<file path="src/rtl/fpu_pkg.sv">
// Shared encodings for the FP sequencer: FSM state codes, precision select
// values and the operand width presented to the FPU.
package fpu_pkg;

  localparam int OP_W = 64;

  localparam logic FP_SINGLE = 1'b0;
  localparam logic FP_DOUBLE = 1'b1;

  typedef enum logic [3:0] {
    ST_IDLE    = 4'd0,
    ST_RD_A_LO = 4'd1,
    ST_RD_A_HI = 4'd2,
    ST_RD_B_LO = 4'd3,
    ST_RD_B_HI = 4'd4,
    ST_EXEC    = 4'd5,
    ST_WB_LO   = 4'd6,
    ST_WB_HI   = 4'd7,
    ST_DONE    = 4'd8
  } state_t;

endpackage

</file>
<file path="src/rtl/fpu_seq.sv">
// Multicycle sequencer around the combinational FP adder: fetches operands one
// word per cycle, holds them while the FPU settles, then writes the result back.
module fpu_seq
  import fpu_pkg::*;
#(
  parameter int EXEC_CYCLES = 1
) (
  input  logic            clk,
  input  logic            reset_n,
  input  logic            start,
  input  logic            double_in,
  input  logic [3:0]      rn,
  input  logic [3:0]      rm,
  input  logic [3:0]      rd,
  output logic [3:0]      rf_raddr,
  input  logic [31:0]     rf_rdata,
  output logic [OP_W-1:0] fpu_a,
  output logic [OP_W-1:0] fpu_b,
  output logic            fpu_double,
  input  logic [OP_W-1:0] fpu_result,
  output logic            rf_we,
  output logic [3:0]      rf_waddr,
  output logic [31:0]     rf_wdata,
  output logic            busy,
  output logic            done
);

  localparam int CW = (EXEC_CYCLES > 1) ? $clog2(EXEC_CYCLES) : 1;

  state_t          state, nxt;
  logic [3:0]      rn_q, rm_q, rd_q;
  logic [CW-1:0]   exec_cnt;
  logic [OP_W-1:0] res_q;
  logic            exec_last;

  assign exec_last = (exec_cnt == '0);

  always_ff @(posedge clk or negedge reset_n) begin
    if (!reset_n) state <= ST_IDLE;
    else          state <= nxt;
  end

  // fpu_double doubles as the latched precision for path selection
  always_comb begin
    nxt = state;
    unique case (state)
      ST_IDLE:    if (start) nxt = ST_RD_A_LO;
      ST_RD_A_LO: nxt = fpu_double ? ST_RD_A_HI : ST_RD_B_LO;
      ST_RD_A_HI: nxt = ST_RD_B_LO;
      ST_RD_B_LO: nxt = fpu_double ? ST_RD_B_HI : ST_EXEC;
      ST_RD_B_HI: nxt = ST_EXEC;
      ST_EXEC:    if (exec_last) nxt = ST_WB_LO;
      ST_WB_LO:   nxt = fpu_double ? ST_WB_HI : ST_DONE;
      ST_WB_HI:   nxt = ST_DONE;
      ST_DONE:    nxt = ST_IDLE;
      default:    nxt = ST_IDLE;
    endcase
  end

  always_comb begin
    rf_raddr = '0;
    rf_we    = 1'b0;
    rf_waddr = '0;
    rf_wdata = '0;
    busy     = (state != ST_IDLE);
    done     = (state == ST_DONE);
    unique case (state)
      ST_RD_A_LO: rf_raddr = rn_q;
      ST_RD_A_HI: rf_raddr = rn_q + 4'd1;
      ST_RD_B_LO: rf_raddr = rm_q;
      ST_RD_B_HI: rf_raddr = rm_q + 4'd1;
      ST_WB_LO: begin
        rf_we    = 1'b1;
        rf_waddr = rd_q;
        rf_wdata = res_q[31:0];
      end
      ST_WB_HI: begin
        rf_we    = 1'b1;
        rf_waddr = rd_q + 4'd1;
        rf_wdata = res_q[63:32];
      end
      default: ;
    endcase
  end

  always_ff @(posedge clk or negedge reset_n) begin
    if (!reset_n) begin
      rn_q       <= '0;
      rm_q       <= '0;
      rd_q       <= '0;
      fpu_a      <= '0;
      fpu_b      <= '0;
      fpu_double <= FP_SINGLE;
      exec_cnt   <= '0;
      res_q      <= '0;
    end else begin
      unique case (state)
        ST_IDLE: if (start) begin
          rn_q       <= rn;
          rm_q       <= rm;
          rd_q       <= rd;
          fpu_double <= double_in ? FP_DOUBLE : FP_SINGLE;
          fpu_a      <= '0;
          fpu_b      <= '0;
        end
        ST_RD_A_LO: fpu_a[31:0]  <= rf_rdata;
        ST_RD_A_HI: fpu_a[63:32] <= rf_rdata;
        ST_RD_B_LO: begin
          fpu_b[31:0] <= rf_rdata;
          if (!fpu_double) exec_cnt <= CW'(EXEC_CYCLES - 1);
        end
        ST_RD_B_HI: begin
          fpu_b[63:32] <= rf_rdata;
          exec_cnt     <= CW'(EXEC_CYCLES - 1);
        end
        ST_EXEC: begin
          if (exec_last) res_q    <= fpu_result;
          else           exec_cnt <= exec_cnt - 1'b1;
        end
        default: ;
      endcase
    end
  end

endmodule
</file>
<file path="config.mk">
export PLATFORM = sky130hd
export DESIGN_NAME = fpu_seq
export DESIGN_NICKNAME = d
export VERILOG_FILES = /design/src/rtl/fpu_pkg.sv /design/src/rtl/fpu_seq.sv
export SDC_FILE = /design/constraint.sdc
export NUM_CORES = 1
export LEC_CHECK = 0
export ABC_AREA = 1
export BUFFER_PORTS_ARGS = -buffer_cell sky130_fd_sc_hd__buf_2
export CORE_ASPECT_RATIO = 1.75
export CORE_UTILIZATION = 55
export DETAILED_ROUTE_END_ITERATION = 10
export PLACE_DENSITY = 0.86
export SLEW_MARGIN = 20
export SYNTH_ARGS = -nofsm -noshare
export SYNTH_HDL_FRONTEND = slang
export SYNTH_SLANG_ARGS = --single-unit
</file>
<file path="constraint.sdc">
create_clock -name clk -period 2.5 [get_ports clk]
set_clock_uncertainty 0.05 [all_clocks]
set_input_delay 0.5 -clock clk [delete_from_list [all_inputs] [get_ports clk]]
set_output_delay 0.5 -clock clk [all_outputs]
set_load 0.005 [all_outputs]
</file>
==> results.cfg <==
[status]
status = finished with violations
violations = hold timing

[logic_synthesis]
synth_fp_nets = 859
synth_common_cells = dfrtp_1, nand3_1, o21ai_0, inv_1, mux2_4
netlist_area_um2 = 8610
ys_seq_area_share_pct = 60.7
synth_edf_count = 0
syn_area_per_cell_um2 = 11.5
async_flop_share_pct = 100
synth_top_area_share_pct = 60.7
yosys-top-cells-area = dfrtp_1, nand3_1, o21ai_0, mux2_4, a22o_1
yosysTopAreaCell = dfrtp_1
synthFlopType = dfrtp_1
yosysWarnings = 0
synth_cells = 746
post-synth-top-count-cell = dfrtp_1
synth_cell_type_count = 29
ys_seq_elements = 209

[drt]
num_vias = 6949
ant_nets = 0
routed_wl_um = 23100
initialDrtViolationCount = 297
drtPass1Iterations = 4
vias_per_cell = 5.70
drc_errors = 0
wl_per_cell_um = 19.0

[critical_path]
cp-end-kind = output pin
crit_buf_inv = 2
crit_slowest_cell = dfrtp_2
cp_top_family = simple AND/OR/NAND/NOR gates
critPathArrivalTime_ns = 1.86
crit_type = reg2out
critPathRequiredTime_ns = 1.95
worstSetupStartpointType = register
path_cells = nor2_4 -> buf_12 -> nand2_4 -> nand2_1 -> nand2_1 -> nand3_2 -> nand2_1 -> o21bai_1 -> buf_2
critPathMaxStageDelay_ns = 0.45
crit_top_cell = nand2_1
cp_max_fo = 7

[floorplan]
fp.dieW_um = 96.6
fp.dieH_um = 168
start_util_pct = 56.3
io_pins = 284
fp-row-count = 60
dieArea_um2 = 16200
core_um2 = 15300

[min_path]
hold_class = in2async

[sta]
hold_ws_ns = -0.00821
setup-violations-final = 0
maxSlewViolCount = 0
final-hold-violation-count = 5
fin_setup_tns_ns = 0
layout_setup_ws_ns = 0.0852
worst_pin_slew_ns = 0.662
min_period_over_period_pct = 96.6
worst_slew_margin_rel_pct = 55.9
finalCriticalPeriod_ns = 2.41
fmax_mhz = 414

[clocking]
cts.sinks = 209
clock-root-buffer = clkbuf_16
cts_tree = done
cts_hold_buf = 0
clk_latency_ns = 0.47
cts_max_level = 1
cts_buffers = 19
clkSlewWorstSetupHoldPaths_ns = 0.07
cts_max_path_buffers = 3

[grt]
met2_usage_pct = 48.1
grt_pass1_vias = 7134
grt_use_total_pct = 28.0
grt_first_pass_wirelength_um = 36500
overflow = 0
grt_antenna_before_repair = 3
busiest_layer = met2
grt_max_degree = 85
use_met1_pct = 32.7
use_met3_pct = 5.68

[finish]
fill_cells = 1090
nets = 1133
stdcell_count = 1220
utilization_pct = 71.8
fin_area_um2 = 11000
drive_above_1_share_pct = 41.2
area_growth_pct = 27.6

[placed_design]
portBuffers = 283
hpwl_um = 15600
gp_congestion = 0.860
dpl-instance-area_um2 = 10200
placed_cells = 1178
pre_cts_slack_ns = 0.432

[power_and_ir_drop]
irDropWorstVdd_uv = 864
p_per_area_nw_per_um2 = 1290
power.leakage_nw = 5.81

[job]
max-cap-violations = 0
==> cells in the final DEF, fill, tap and decap left out, types with 5 or more instances in the layout <==
| master | n |
|---|---|
| buf_12 | 9 |
| o21ai_0 | 117 |
| nand2_2 | 6 |
| clkbuf_1 | 5 |
| o21ai_1 | 15 |
| inv_1 | 42 |
| buf_2 | 282 |
| nor2_1 | 6 |
| mux2_1 | 11 |
| nand3_1 | 138 |
| mux2_4 | 38 |
| mux2_2 | 26 |
| clkbuf_16 | 20 |
| a22o_1 | 35 |
| nand2_1 | 20 |
| buf_4 | 16 |
| dfrtp_1 | 206 |
==> area by class of cell <==
cell class / count / area, µm² / share of cell area, %
Sequential cell: 209 / 5230 / 47.6
Clock inverter: 6 / 80.1 / 0.728
Antenna cell: 2 / 5.00 / 0.0455
Multi-Input combinational cell: 435 / 2990 / 27.2
Timing Repair Buffer: 309 / 1750 / 15.9
Inverter: 46 / 173 / 1.57
Clock buffer: 27 / 536 / 4.87
Tap cell: 186 / 233 / 2.12
==> layer usage <==
| layer | vias up | routed length [µm] | share of wire, % |
|---|---|---|---|
| met1 | 3399 | 8350 | 36 |
| li1 | 3159 | - | - |
| met2 | 291 | 12000 | 52 |
| met4 | 2 | 1310 | 5.7 |
| met3 | 98 | 1410 | 6.1 |
| met5 | - | 17 | 0.073 |
==> flip-flops by register name, summed over array words and instances, names as in the netlist <==
| signal | cells |
|---|---|
| fpu_double | 1 |
| fpu_b | 64 |
| state | 4 |
| rn_q | 4 |
| rm_q | 4 |
| res_q | 64 |
| rd_q | 4 |
| fpu_a | 64 |
==> through the flow <==
step	hold WS (ns)	power (mW)
after floorplan	0.154	8.90
after detailed placement	0.444	11.0
after global routing	0.0268	15.0
after CTS	0.00526	14.0
final	-0.00821	14.1
after global placement	0.436	10.7
==> logic make-up after synthesis <==
logic type | count (synthesis) | synth area share, %
AO/OA/AOI/OAI | 173 | 11.6
XOR/XNOR | 2 | 0.203
adder cells (fa/ha/maj) | 1 | 0.145
buffers and inverters | 102 | 5.34
flip-flops | 209 | 60.7
multiplexers | 75 | 11.5
AND/OR/NAND/NOR | 184 | 10.5
==> worst paths after layout <==
kind | cells past startpoint | start | to | slack (ns)
worst min-delay path | 1 | reset_n | res_q[8] | -0.008
worst max-delay path | 9 | state[3] | rf_raddr[2] | 0.09
worst max register to register | 7 | state[2] | res_q[19] | 0.50
worst min register to register | 2 | fpu_a[26] | fpu_a[26] | 0.45
max in group asynchronous | 2 | reset_n | fpu_b[36] | 1.77
min in group clk | 2 | rn[1] | rn_q[1] | 0.19
==> what timing repair did <==
action                     CTS  global route
setup endpoints to repair   38            39
resized for setup            3            15
setup buffers                1             5
pin swaps                    1             3
cloned                       0             1
==> worst reg2reg max path: cells and delay by family (launching register included) <==
kind / cells / cell delay (ns)
flip-flops: 1 / 0.40
buffers and inverters: 4 / 0.64
AND/OR/NAND/NOR: 2 / 0.42
multiplexers: 1 / 0.37
==> power by group <==
group          internal, mW  switching (mW)
registers              4.89           0.929
logic                  2.60            2.84
clock network          1.70            1.20
total                  9.19            4.96
No activity file was read; power rests on OpenSTA's default activity.
